<file path="src/rtl/paint_sequencer_pkg.sv">
// paint_sequencer_pkg: panel geometry, FSM state encoding and pixel tag layout shared by the sequencer files
package paint_sequencer_pkg;
  localparam int PANEL_W_BITS = 6;
  localparam int PANEL_H_BITS = 6;
  localparam int RGB_W = 24;
  localparam int TAG_W = PANEL_W_BITS + PANEL_H_BITS + 2;
  typedef enum logic [1:0] {IDLE, SCAN, DRAIN} state_t;
  typedef struct packed {
    logic [PANEL_W_BITS-1:0] x;
    logic [PANEL_H_BITS-1:0] y;
    logic sof;
    logic eof;
  } tag_t;
endpackage

</file>
<file path="src/rtl/paint_sequencer_if.sv">
// paint_sequencer_if: pixel stream (valid/ready, rgb24, x/y, sof/eol/eof); master = sequencer, slave = panel writer
interface paint_sequencer_if;
  import paint_sequencer_pkg::*;
  logic pix_valid;
  logic pix_ready;
  logic [RGB_W-1:0] pix_rgb24;
  logic [PANEL_W_BITS-1:0] pix_x;
  logic [PANEL_H_BITS-1:0] pix_y;
  logic pix_sof;
  logic pix_eol;
  logic pix_eof;
  modport master (output pix_valid, pix_rgb24, pix_x, pix_y, pix_sof, pix_eol, pix_eof, input pix_ready);
  modport slave (input pix_valid, pix_rgb24, pix_x, pix_y, pix_sof, pix_eol, pix_eof, output pix_ready);
endinterface

</file>
<file path="src/rtl/pix_fifo.sv">
// pix_fifo: synchronous FIFO (clk, rst, wr_en/wr_data in, rd_en in, rd_data = head, count = occupancy)
module pix_fifo #(
  parameter int WIDTH = 38,
  parameter int DEPTH = 4
) (
  input  logic clk,
  input  logic rst,
  input  logic wr_en,
  input  logic [WIDTH-1:0] wr_data,
  input  logic rd_en,
  output logic [WIDTH-1:0] rd_data,
  output logic [$clog2(DEPTH+1)-1:0] count
);
  localparam int AW = $clog2(DEPTH);
  localparam int CW = $clog2(DEPTH + 1);
  logic [WIDTH-1:0] mem [DEPTH];
  logic [AW-1:0] wr_ptr, rd_ptr;
  assign rd_data = mem[rd_ptr];
  always_ff @(posedge clk) if (wr_en) mem[wr_ptr] <= wr_data;
  always_ff @(posedge clk) begin
    if (rst) begin
      wr_ptr <= '0;
      rd_ptr <= '0;
      count <= '0;
    end else begin
      wr_ptr <= wr_ptr + AW'(wr_en);
      rd_ptr <= rd_ptr + AW'(rd_en);
      count <= count + CW'(wr_en) - CW'(rd_en);
    end
  end
  overflow_a: assert property (@(posedge clk) disable iff (rst) !(wr_en && !rd_en && count == CW'(DEPTH)));
  underflow_a: assert property (@(posedge clk) disable iff (rst) !(rd_en && count == '0));
endmodule

</file>
<file path="src/rtl/paint_sequencer.sv">
// paint_sequencer: raster frame/subframe/x/y generator for a fixed-latency painter; ports clk, reset, enable, frame, subframe, x, y, rgb24 in, pix stream (master), busy
module paint_sequencer
  import paint_sequencer_pkg::*;
#(
  parameter int FRAME_BITS = 16,
  parameter int SUBFRAMES = 8,
  parameter int PAINT_LATENCY = 1,
  parameter int FIFO_DEPTH = 4
) (
  input  logic clk,
  input  logic reset,
  input  logic enable,
  output logic [FRAME_BITS-1:0] frame,
  output logic [7:0] subframe,
  output logic [PANEL_W_BITS-1:0] x,
  output logic [PANEL_H_BITS-1:0] y,
  input  logic [RGB_W-1:0] rgb24,
  paint_sequencer_if.master pix,
  output logic busy
);
  localparam int CW = $clog2(FIFO_DEPTH + 1);
  localparam int SR_D = PAINT_LATENCY == 0 ? 1 : PAINT_LATENCY;
  localparam int ENTRY_W = RGB_W + TAG_W;
  localparam logic [CW:0] DEPTH_C = (CW+1)'(FIFO_DEPTH);
  localparam logic [7:0] SUB_LAST = 8'(SUBFRAMES - 1);
  state_t state;
  logic [CW-1:0] inflight, count;
  logic [CW:0] used;
  logic issue, wr_en, last_px, valid;
  tag_t cur, wr_tag, rd_tag;
  tag_t sr_t [SR_D];
  logic [SR_D-1:0] sr_v;
  logic [ENTRY_W-1:0] rd_data;
  assign last_px = &x && &y;
  assign cur = {x, y, ~|x && ~|y, last_px};
  // every issued pixel owns a FIFO slot from issue onward, so the painter never needs to stall
  assign used = {1'b0, inflight} + {1'b0, count};
  assign issue = state == SCAN && used < DEPTH_C;
  generate
    if (PAINT_LATENCY == 0) begin : g_direct
      assign wr_en = issue;
      assign wr_tag = cur;
    end else begin : g_pipe
      assign wr_en = sr_v[PAINT_LATENCY-1];
      assign wr_tag = sr_t[PAINT_LATENCY-1];
    end
  endgenerate
  always_ff @(posedge clk) begin
    if (reset) begin
      sr_v <= '0;
      inflight <= '0;
    end else begin
      sr_v[0] <= issue;
      sr_t[0] <= cur;
      for (int i = 1; i < SR_D; i++) begin
        sr_v[i] <= sr_v[i-1];
        sr_t[i] <= sr_t[i-1];
      end
      inflight <= inflight + CW'(issue) - CW'(wr_en);
    end
  end
  always_ff @(posedge clk) begin
    if (reset) begin
      state <= IDLE;
      busy <= 1'b0;
      frame <= '0;
      subframe <= '0;
      x <= '0;
      y <= '0;
    end else begin
      case (state)
        IDLE: if (enable) begin
          state <= SCAN;
          busy <= 1'b1;
        end
        SCAN: if (issue) begin
          x <= x + 1'b1;
          if (&x) y <= y + 1'b1;
          if (last_px) begin
            subframe <= subframe == SUB_LAST ? '0 : subframe + 1'b1;
            if (subframe == SUB_LAST) frame <= frame + 1'b1;
            if (!enable) state <= DRAIN;
          end
        end
        DRAIN: if (inflight == '0 && count == '0) begin
          state <= IDLE;
          busy <= 1'b0;
        end
        default: begin
          state <= IDLE;
          busy <= 1'b0;
        end
      endcase
    end
  end
  pix_fifo #(.WIDTH(ENTRY_W), .DEPTH(FIFO_DEPTH)) u_fifo (
    .clk(clk),
    .rst(reset),
    .wr_en(wr_en),
    .wr_data({rgb24, wr_tag}),
    .rd_en(valid && pix.pix_ready),
    .rd_data(rd_data),
    .count(count)
  );
  assign valid = count != '0;
  assign rd_tag = rd_data[TAG_W-1:0];
  assign pix.pix_valid = valid;
  assign pix.pix_rgb24 = rd_data[ENTRY_W-1:TAG_W];
  assign pix.pix_x = rd_tag.x;
  assign pix.pix_y = rd_tag.y;
  assign pix.pix_sof = valid && rd_tag.sof;
  assign pix.pix_eol = valid && &rd_tag.x;
  assign pix.pix_eof = valid && rd_tag.eof;
endmodule

</file>
<file path="src/flat_wrapper.sv">
// flat-port wrapper written by rule: the top's interface ports become plain ports
module paint_sequencer_flat import paint_sequencer_pkg::*;
#(
  parameter int FRAME_BITS = 16,
  parameter int SUBFRAMES = 8,
  parameter int PAINT_LATENCY = 1,
  parameter int FIFO_DEPTH = 4
)
  (clk, reset, enable, frame, subframe, x, y, rgb24, busy, pix_pix_valid, pix_pix_rgb24, pix_pix_x, pix_pix_y, pix_pix_sof, pix_pix_eol, pix_pix_eof, pix_pix_ready);
  paint_sequencer_if pix_i ();
  input  logic clk;
  input  logic reset;
  input  logic enable;
  output logic [FRAME_BITS-1:0] frame;
  output logic [7:0] subframe;
  output logic [PANEL_W_BITS-1:0] x;
  output logic [PANEL_H_BITS-1:0] y;
  input  logic [RGB_W-1:0] rgb24;
  output logic busy;
  output wire logic [$bits(pix_i.pix_valid)-1:0] pix_pix_valid;
  output wire logic [$bits(pix_i.pix_rgb24)-1:0] pix_pix_rgb24;
  output wire logic [$bits(pix_i.pix_x)-1:0] pix_pix_x;
  output wire logic [$bits(pix_i.pix_y)-1:0] pix_pix_y;
  output wire logic [$bits(pix_i.pix_sof)-1:0] pix_pix_sof;
  output wire logic [$bits(pix_i.pix_eol)-1:0] pix_pix_eol;
  output wire logic [$bits(pix_i.pix_eof)-1:0] pix_pix_eof;
  input wire logic [$bits(pix_i.pix_ready)-1:0] pix_pix_ready;
  assign pix_pix_valid = pix_i.pix_valid;
  assign pix_pix_rgb24 = pix_i.pix_rgb24;
  assign pix_pix_x = pix_i.pix_x;
  assign pix_pix_y = pix_i.pix_y;
  assign pix_pix_sof = pix_i.pix_sof;
  assign pix_pix_eol = pix_i.pix_eol;
  assign pix_pix_eof = pix_i.pix_eof;
  assign pix_i.pix_ready = pix_pix_ready;
  paint_sequencer #(.FRAME_BITS(FRAME_BITS), .SUBFRAMES(SUBFRAMES), .PAINT_LATENCY(PAINT_LATENCY), .FIFO_DEPTH(FIFO_DEPTH)) u_core (.clk(clk), .reset(reset), .enable(enable), .frame(frame), .subframe(subframe), .x(x), .y(y), .rgb24(rgb24), .pix(pix_i), .busy(busy));
endmodule
</file>
<file path="config.mk">
export PLATFORM = sky130hd
export DESIGN_NAME = paint_sequencer_flat
export DESIGN_NICKNAME = d
export VERILOG_FILES = /design/src/rtl/paint_sequencer_pkg.sv /design/src/rtl/paint_sequencer_if.sv /design/src/rtl/pix_fifo.sv /design/src/rtl/paint_sequencer.sv /design/src/flat_wrapper.sv
export SDC_FILE = /design/constraint.sdc
export NUM_CORES = 1
export LEC_CHECK = 0
export CAP_MARGIN = 20
export CORE_MARGIN = 3
export CORE_UTILIZATION = 40
export DETAILED_ROUTE_END_ITERATION = 10
export PLACE_DENSITY_LB_ADDON = 0.25
export SYNTH_ARGS = -nofsm -noshare
export SYNTH_HDL_FRONTEND = slang
export SYNTH_SLANG_ARGS = --single-unit
</file>
<file path="constraint.sdc">
create_clock -name clk -period 9.94 [get_ports clk]
set_clock_uncertainty 0.05 [all_clocks]
set_input_delay 1.988 -clock clk [delete_from_list [all_inputs] [get_ports clk]]
set_output_delay 1.988 -clock clk [all_outputs]
set_load 0.02 [all_outputs]
</file>
* Word-level counts from Yosys, hierarchy flattened
Memories as Yosys holds them, arrays and structs flattened. A register that Yosys moved wholly into a read port is not among the register bits.
Cells that the tools add are included.
** Storage, ports and cells
- Flip-flop bits (word level) :: 50
- Memory bits (writable) :: 166
- Output and inout bits :: 77
- Logic and storage cells :: 73
- Memories :: 2
** Cells by class
- Add/subtract/negate cells :: 11
- Order comparisons :: 1
- Eq/ne operators :: 8
- Multiplexer cells :: 14
- Bitwise operators :: 1
- Reductions and logical operators :: 25
** Memories
- u_core.u_fifo.mem :: words 4, bits a word 38, rd ports 1, clocked after Yosys merged registers in 1, write ports 1, RTL line pix_fifo.sv:16 : logic [WIDTH-1:0] mem [DEPTH];
- u_core.sr_t :: words 1, bits a word 14, rd ports 1, clocked after Yosys merged registers in 0, write ports 1, RTL line paint_sequencer.sv:31 : tag_t sr_t [SR_D];
** Operators with widths (number)
- $reduce_and A6 Y1 :: 3
- $add A16 B1 Y16 const B :: 1
- $add A6 B1 Y6 const B :: 2
- $mux W2 :: 6
- $reduce_or A6 Y1 :: 2
- $add A8 B1 Y8 const B :: 1
- $eq A8 B3 Y1 const B :: 1
- $logic_and A1 B1 Y1 :: 8
- $mux W8 :: 1
- $reduce_and A8 Y1 :: 1
- $add A3 B1 Y3 :: 2
- $logic_not A3 Y1 :: 2
- $ne A2 B1 Y1 const B :: 3
- $pmux W2 S3 :: 1
- $reduce_and A3 Y1 :: 2
- $sub A3 B1 Y3 :: 2
- $mux W1 :: 5
- $reduce_and A5 Y1 :: 1
- $add A2 B1 Y2 :: 2
- $add A3 B3 Y4 :: 1
- $lt A4 B3 Y1 const B :: 1
- $ne A2 B2 Y1 const B :: 2
- $reduce_and A4 Y1 :: 1
- $pmux W1 S3 :: 1
- other kinds (7) :: 8

* Depth between registers and ports, before layout
Gate-level depths: netlist of the first run.
- Depth after elaboration :: 5
- Depth in mapped cells :: 11

* Cells and area by module
A second synthesis of the first run with hierarchy kept.
** Second synthesis, totals
- Cell total of the unflattened synthesis :: 502
- Area total of the unflattened synthesis :: 8476.9 µm²
** Modules (own cells, without submodules)
- pix_fifo :: instances 1, cells an instance 228, area each 5819.3 µm², seq. area each 4704.5 µm²
- paint_sequencer :: instances 1, cells an instance 274, area each 2657.5 µm², seq. area each 1281.2 µm²

* Worst setup path before layout of the first run
OpenSTA, ideal clock, no wires.
- Path kind :: reg2out
- Start point :: register u_core.u_fifo.rd_ptr[0] (netlist name)
- End point :: output port pix_pix_rgb24[0]
- Arrival :: 1.786 ns
- Setup slack :: 6.116 ns
- Cell stages (with the launch flop) :: 4
- Path buffers :: 2
- Cells stage by stage :: dfxtp_1 buf_1 buf_2 mux4_2
** RTL lines
- end, declared :: RTL line flat_wrapper.sv:21 : output wire logic [$bits(pix_i.pix_rgb24)-1:0] pix_pix_rgb24;

==> results of run 1 <==
==> metal layers <==
| layer | GRT usage | wire length (microns) | vias to the layer above |
|---|---|---|---|
| li1 | - | - | 2155 |
| met1 | 0.186 | 7100 | 2267 |
| met2 | 0.232 | 7710 | 121 |
| met3 | 0.0294 | 971 | 18 |
| met4 | 0.0332 | 236 | 0 |
| met5 | 0 | 0 | - |
==> worst max-delay path, cell delays in order, from the launching register on <==
cell	delay [ns]
dfxtp_2	1.02
mux4_2	0.41
nand4_1	0.10
nor2_1	0.20
clkdlybuf4s50_1	0.64
==> through the flow <==
step                      hold WS (ns)   util  setup slack (ns)
after floorplan                  0.409      -              6.12
after detailed placement         0.432  0.476              5.47
after CTS                        0.439  0.511              4.93
after global routing             0.467  0.511              4.86
after global placement           0.418  0.476              5.50
final                            0.437  0.511              5.02
==> cell type report <==
type                            instances  area, sq um  share of cell area
Clock buffer                           27          591              0.0564
Tap cell                              270          338              0.0322
Inverter                               19         71.3             0.00681
Timing Repair Buffer                  109         1080               0.103
Multi-Input combinational cell        246         2270               0.217
Clock inverter                         14          139              0.0133
Sequential cell                       216         5990               0.571
==> sequential cells by signal (all words and copies together) (netlist names) <==
signal and count:
u_core.u_fifo.count 3, u_core.sr_t 14, u_core.y 6, u_core.inflight 3, u_core.sr_v 1, u_core.state 2, u_core.u_fifo.mem 152, u_core.u_fifo.rd_ptr 2
u_core.x 6, u_core.frame 16, u_core.busy 1, u_core.u_fifo.wr_ptr 2, u_core.subframe 8
==> cell families (layout without fill, tap and decap cells) <==
logic type / count (synthesis) / count (layout) / synth area share
compound gates: 17 / 17 / 0.0111
xor+xnor: 34 / 34 / 0.0351
fa+ha+maj: 16 / 16 / 0.0254
buf+inv: 49 / 169 / 0.0278
flops: 216 / 216 / 0.706
mux: 39 / 39 / 0.102
simple gates: 140 / 140 / 0.0921
==> path summary, 6_finish.rpt <==
check	endpoint	slack, ns	cells after the start
worst max-delay path	pix_pix_eol	5.02	4
worst min-delay path	u_core.busy	0.44	2
worst max register to register	u_core.inflight[2]	6.86	10
worst min register to register	u_core.busy	0.44	2
==> synthesized netlist by cell type, types with 9 or more instances <==
cell and count:
inv_1 19, nand2_1 13, xnor2_1 24, edfxtp_1 166, dfxtp_1 50, a21oi_1 9, mux4_2 38, nand4_1 9
ha_1 14, nor4_1 14, nand3_1 19, buf_4 12, nor3_1 9, clkbuf_1 11, nor2_1 36, xor2_1 10
==> where the power goes <==
group,internal [W],switching (W),total (W)
logic,0.000253,0.000251,0.000503
clock network,0.000500,0.000316,0.000816
registers,0.00102,0.0000404,0.00106
total,0.00177,0.000607,0.00238
==> results.md, run 1 <==
* Cell area after layout at 10500 sq um
* Share of the synthesized area in the top cell type at 0.588
* Sink Count at approximately 220
* GP Congestion at about 0.8
* Period utilization at 0.495
* Syn. warnings at 0
* Postcts setup bufs at 0
* DR pass1 iterations at 5
* CTS Hold Bufs at 0
* Clock buffer depth at 3
* CTS resizes at 0
* Layout Cells excl Fill at around 900
* Slew Viols, Final at 0
* # DRC at 0
* Vias in the first global route at between 4k and 5k
* Worst-Skew Late Latency at 0.49 ns
* CTS tree: done
* CP Class: reg -> out
* Gr usage total at 0.138
* Hold Startpoint: u_core.busy
* Placed cell count at 860
* Endpoint class of the critical path: primary output
* CP Data Required Time at a little under 8 ns
* Top post-synthesis cells by area: edfxtp_1 59%, dfxtp_1 12%, mux4_2 10%, xnor2_1 2.5%, ha_1 2.1%
* Final count of hold timing violations at 0
* Crit path from: u_core.u_fifo.rd_ptr[1]
* Drt first-iter violations at 239
* EDFF count, synth at ~170
* Post-DP Area at 9750 sq um
* Synth Register Bits at ~220
* Mapped Nets at ~560
* Hpwl dp at 9940 microns
* Via count at 4561
* Setup TNS at 0 ns
* Worst vdd ir at approximately 0.00011 V
* Run status: completed
* Leading area contributor after synthesis: edfxtp_1
* Max Clk Rate at between 200 and 250 MHz
* Antenna Nets Post-Route at 0
* Vias/cell at around 5.1
* WL final at 16000 microns
* Post-synthesis sequential area ratio at 0.706
* Leakage power at 3.42 nW
* Share of cells above drive strength 1 at 0.135
* Final worst path period need at 4.92 ns
* First-pass GRT wire length at about 25000 microns
* Total power per unit cell area at 227 nW/um^2
* Largest net degree at the start of global routing at 52
* Crit start category: flip-flop
* HP Class: reg -> reg
* Mean Syn Cell Area at approximately 17 sq um
* Peak fanout along the critical path at 39
* Htree depth at 1
* Root Driver: clkbuf_16
* # setup viols final at 0
* Commonest non-fill, non-tap cell in the layout: edfxtp_1
* Std cell rows at 52
* Synth-to-layout area growth at 23.7%
* Gate Count Post-Synth at 511
* Num CTS Buffers at 23
* DR WL/cell at 17.8 microns
* Die area at 23000 sq um
* Predominant post-synthesis flop cell: edfxtp_1
* Port bufs at roughly 100
* RSZ-0062 raised after global routing: no
* Initial antenna violation count at 0
* Critical Path AT at 2.88 ns
* Slew @ Worst Pin at 1.05 ns
* Post-synth ARST share at 0
* Core Area at 20500 sq um
* Slew margin rel. at 0.301
* RR Startpoint: u_core.inflight[1]
* I/O pin cnt at 105
* Max-cap viol count at 0
* Fin nets at 659
* Filler cells at 1680
* Pwr Total at approximately 0.0024 W
* Initial Util at 0.413
* Die H at 152 microns
* Synth Cell Area at between 8000 and 9000 sq um
* Grt ovf at 0
* Clock transition at the registers of the reported paths at 0.06 ns
* Antenna Cells at 0
* Yosys cell types at 39
* Most frequent cells in the layout: 166 x edfxtp_1, 104 x clkdlybuf4s50_1, 48 x dfxtp_1, 38 x mux4_2, 34 x nor2_1
* Die Width at around 150 microns
Note: power is estimated with default switching activity, not from simulation.
==> run 2, diff against run 1 <==
==> constraint.sdc (replaced) <==
create_clock -name clk -period 3.95 [get_ports clk]
set_clock_uncertainty 0.05 [all_clocks]
set_input_delay 0.79 -clock clk [delete_from_list [all_inputs] [get_ports clk]]
set_output_delay 0.79 -clock clk [all_outputs]
set_load 0.02 [all_outputs]
==> run 2 against run 1 <==
  * Wire length decreased by 0.31%
  * Sequential share of layout area hardly changed
  * Via count barely moved
  * Worst setup slack worse by 4.5 ns
  * Clock-buffer cell count is the same
  * Register-to-register slack lost 5.6 ns
  * Critical path type unchanged
  * Largest cell class unchanged
==> results.md, run 2 (synthesis results as in run 1) <==
* Peak fanout along the critical path at 21
* Port bufs at 104
* Most frequent cells in the layout: 166 x edfxtp_1, 104 x clkdlybuf4s50_1, 48 x dfxtp_1, 38 x mux4_2, 34 x nor2_1
* Slew margin rel. at 0.293
* Die H at around 150 microns
* Vias/cell at 5.05
* Biggest regs: u_core.u_fifo.mem x152, u_core.frame x16, u_core.sr_t x14
* GP Congestion at approximately 0.84
* # setup viols final at 0
* Crit start category: flip-flop
* Std cell rows at 52
* Synth-to-layout area growth at 23.7%
* Sink Count at approximately 220
* Fin nets at 662
* Period utilization at 0.874
* Hpwl dp at ~10000 microns
* Max Clk Rate at 290 MHz
* CP Data Required Time at 3.11 ns
* Final worst path period need at 3.45 ns
* Vias in the first global route at 4703
* Filler cells at 1692
* Initial antenna violation count at 0
* Slew Viols, Final at 0
* Max reg flops at 152
* I/O pin cnt at roughly 110
* Drt first-iter violations at 209
* Commonest non-fill, non-tap cell in the layout: edfxtp_1
* CTS Hold Bufs at 0
* Worst-Skew Late Latency at 0.50 ns
* Largest net degree at the start of global routing at 51
* Critical Path AT at between 2 and 3 ns
* Die Width at 152 microns
* Clock buffer depth at 3
* Run status: completed
* Leakage power at 3.42 nW
* Initial Util at 0.413
* Max-cap viol count at 0
* Pwr Total at around 0.0060 W
* Clock transition at the registers of the reported paths at ~0.06 ns
* RSZ-0062 raised after global routing: no
* Slew @ Worst Pin at around 1.1 ns
* Die area at 23000 sq um
* Antenna Nets Post-Route at 0
* Biggest register: u_core.u_fifo.mem
* Antenna Cells at 0
* Endpoint class of the critical path: primary output
* Multi-input gate area at 2270 sq um
* Num CTS Buffers at 23
* Core Area at 20500 sq um
* Postcts setup bufs at 0
* HP Class: reg -> reg
* RR Startpoint: u_core.inflight[1]
* First-pass GRT wire length at 25200 microns
* Share of cells above drive strength 1 at 0.139
* Via count at 4559
* DR pass1 iterations at 4
* Placed cell count at 863
* Root Driver: clkbuf_16
* Layout Cells excl Fill at 903
* Gr usage total at 0.138
* Worst vdd ir at 0.000303 V
* CTS resizes at 0
* CTS tree: done
* Fin util at 0.512
* Grt ovf at 0
* WL final at 16000 microns
* Final count of hold timing violations at 0
* CP Class: reg -> out
* # DRC at 0
* Setup TNS at 0 ns
* Htree depth at 1
* DR WL/cell at about 18 microns
* Crit path from: u_core.u_fifo.rd_ptr[0]
* Hold Startpoint: u_core.busy
* Register Area at 5990 sq um
* Total power per unit cell area at 568 nW/um^2
-- run 2: cell count changes in the layout (fill, tap and decap cells not counted), sizes merged --
cell	delta
bufinv	-1
clkinv	-3
clkinvlp	+1
inv	+2
buf	+3
-- run 2: worst max-delay path, cell delays in order, from the launching register on --
cell and delay (ns):
dfxtp_2 0.53, buf_4 0.45, mux4_2 0.58, clkdlybuf4s50_1 0.56
-- run 2: power breakdown --
part	leakage (nW)	switching (W)	total, W	internal [W]
clock	0.341	0.000818	0.00202	0.00120
combinational	1.16	0.000624	0.00127	0.000646
sequential	1.93	0.000103	0.00267	0.00257
-- run 2: final cells by class --
| type | instances | share of cell area |
|---|---|---|
| Inverter | 19 | 0.00680 |
| Clock buffer | 27 | 0.0563 |
| Multi-Input combinational cell | 246 | 0.217 |
| Sequential cell | 216 | 0.571 |
| Tap cell | 270 | 0.0322 |
| Clock inverter | 13 | 0.0115 |
| Timing Repair Buffer | 112 | 0.105 |
-- run 2: path summary, 6_finish.rpt --
check	to	slack [ns]	cells past startpoint
max	pix_pix_rgb24[10]	0.50	3
min	u_core.busy	0.45	2
max reg2reg	u_core.inflight[2]	1.23	10
min reg2reg	u_core.busy	0.45	2
-- run 2: layer usage --
layer | share of wire | track usage
met4 | 0.017 | 0.0310
met3 | 0.067 | 0.0339
met1 | 0.44 | 0.188
met5 | 0 | 0
met2 | 0.48 | 0.226
-- run 2: stage by stage --
stage | hold WS (ns) | worst slack (ns) | instance area [sq um]
floorplan | 0.409 | 0.324 | 8470
global placement | 0.421 | 0.981 | 9770
detailed placement | 0.442 | 0.975 | 9770
CTS | 0.450 | 0.434 | 10500
global route | 0.468 | 0.352 | 10500
finish | 0.445 | 0.499 | 10500
==> run 3, diff against run 2 <==
--- a/config.mk
+++ b/config.mk
@@ -7,7 +7,7 @@
 export LEC_CHECK = 0
 export CAP_MARGIN = 20
 export CORE_MARGIN = 3
-export CORE_UTILIZATION = 40
+export CORE_UTILIZATION = 45
 export DETAILED_ROUTE_END_ITERATION = 10
 export PLACE_DENSITY_LB_ADDON = 0.25
 export SYNTH_ARGS = -nofsm -noshare
==> run 3 against run 2 <==
  * Register-to-register slack improved by 0.07 ns
  * Critical endpoint is now pix_pix_eol
  * Maximum frequency grew 1.3%
  * Non-clock buffer count did not move
  * First-iteration DRC count up 12%
  * Total power is essentially flat
  * Largest power group unchanged
  * Sequential share of layout area is 0.32 points higher
  * Critical path depth grew 2
  * Die area fell by 11%
  * Highest routed layer unchanged
  * Clock power about the same
==> results.md, run 3 (synthesis results as in run 1) <==
* Postcts setup bufs at 0
* Commonest non-fill, non-tap cell in the layout: edfxtp_1
* Clock buffer depth at 3
* Fin util at 0.573
* Drt first-iter violations at 234
* Endpoint class of the critical path: primary output
* Multi-input gate area at 2270 sq um
* Largest net degree at the start of global routing at 51
* Port bufs at ~100
* Root Driver: clkbuf_16
* Run status: completed
* # setup viols final at 0
* Num CTS Buffers at 22
* Htree depth at 1
* Crit path from: u_core.u_fifo.rd_ptr[0]
* Final count of hold timing violations at 0
* Vias/cell at 5.37
* DR pass1 iterations at 4
* CTS tree: done
* CP max stage cell: mux4_2
* Setup TNS at 0 ns
* CP Cell Sequence: buf_4, mux4_2, nand3_1, nor2_1, clkdlybuf4s50_1
* Vias in the first global route at 4826
* Die H at about 140 microns
* Gr usage total at 0.158
* Worst-Skew Late Latency at 0.49 ns
* CP Class: reg -> out
* Die Width at around 140 microns
* Initial antenna violation count at 0
* Slew margin rel. at 0.312
* Slew Viols, Final at 0
* RSZ-0062 raised after global routing: no
* I/O pin cnt at roughly 110
* Total power per unit cell area at 571 nW/um^2
* Register Area at 5990 sq um
* Leakage power at roughly 3.4 nW
* Max Clk Rate at 294 MHz
* Biggest regs: u_core.u_fifo.mem x152, u_core.frame x16, u_core.sr_t x14
* Hpwl dp at 10200 microns
* Antenna Nets Post-Route at 0
* Filler cells at 1392
* Placed cell count at just over 800
* Antenna Cells at 0
* Layout Cells excl Fill at 862
* Worst vdd ir at 0.000276 V
* R2R setup slack at 1.30 ns
* Share of cells above drive strength 1 at 0.144
* CP peak stage delay at 0.57 ns
* Levels on crit path at 5
* Max reg flops at around 150
* Initial Util at 0.465
* Sink Count at 216
* # DRC at 0
* Grt ovf at 0
* Peak fanout along the critical path at 15
* GP Congestion at 0.864
* Synth-to-layout area growth at 23.0%
* CP Data Required Time at 3.11 ns
* Period utilization at 0.862
* Final worst path period need at around 3.4 ns
* WL final at 16100 microns
* CP Capture Point: pix_pix_eol
* CTS resizes at 0
* RR Startpoint: u_core.u_fifo.count[2]
* Most frequent cells in the layout: 166 x edfxtp_1, 104 x clkdlybuf4s50_1, 48 x dfxtp_1, 38 x mux4_2, 34 x nor2_1
* HP Class: reg -> reg
* CP Buf/Inv Count at 2
* Family with the most delay on the worst path: buffers and inverters
* Core Area at 18200 sq um
* Biggest register: u_core.u_fifo.mem
* Std cell rows at approximately 50
* Cells on worst reg2reg path at 10
* Pwr Total at between 0.005 and 0.006 W
* Critical Path AT at roughly 2.6 ns
* CTS Hold Bufs at 0
* Worst R2R End: u_core.inflight[2]
* Via count at 4626
* Clock transition at the registers of the reported paths at about 0.06 ns
* First-pass GRT wire length at 25700 microns
* DR WL/cell at ~19 microns
* Slew @ Worst Pin at 1.03 ns
* Fin nets at around 660
* Die area at about 21000 sq um
* Max-cap viol count at 0
* Crit start category: flip-flop
## run 3: worst reg2reg max path: stages, from the launching register on
cell	delay, ns
dfxtp_1	0.33
ha_1	0.31
nor3_2	0.32
nand3_1	0.40
inv_1	0.18
ha_1	0.16
inv_1	0.05
fa_1	0.37
xor2_1	0.17
xnor2_1	0.13
nor2_1	0.05
## run 3: final cells by class
cell class	count	share of cell area
clock buffers	27	0.0566
flip-flops and latches	216	0.574
repair buffers	112	0.106
inverters	19	0.00684
clock inverters	13	0.0108
well taps	229	0.0275
multi-input cells	246	0.218
## run 3: how the worst min path moves through the flow
| stage | slack [ns] | startpoint | to | cells after the start |
|---|---|---|---|---|
| 3_3_place_gp | 0.41 | u_core.sr_t[0][8] | u_core.u_fifo.mem[2][8] | 0 |
| 4_1_cts | 0.44 | u_core.busy | u_core.busy | 2 |
| 6_report | 0.44 | u_core.busy | u_core.busy | 2 |
| 2_1_floorplan | 0.41 | u_core.sr_t[0][0] | u_core.u_fifo.mem[0][0] | 0 |
| 3_5_place_dp | 0.43 | u_core.busy | u_core.busy | 2 |
| 5_1_grt | 0.46 | u_core.sr_t[0][7] | u_core.u_fifo.mem[1][7] | 0 |
## run 3: per-stage QoR
stage | instance area, sq um | setup WS, ns | hold slack [ns]
2_1_floorplan | 8470 | 0.324 | 0.409
5_1_grt | 10400 | 0.375 | 0.464
4_1_cts | 10400 | 0.480 | 0.445
3_5_place_dp | 9720 | 1.02 | 0.433
6_report | 10400 | 0.544 | 0.439
3_3_place_gp | 9720 | 1.04 | 0.414
## run 3: power breakdown
part           switching [W]  total (W)  internal (W)
Clock               0.000813    0.00200       0.00119
Combinational       0.000639    0.00129      0.000647
Sequential         0.0000925    0.00266       0.00257
Total                0.00154    0.00595       0.00441
## run 3: layer usage
layer	track usage	up-vias	wire length [microns]	part of all wire
met3	0.0378	26	916	0.057
met5	0	-	0	0
li1	-	2160	-	-
met2	0.265	129	7840	0.49
met4	0.0406	0	378	0.023
met1	0.209	2311	6990	0.43
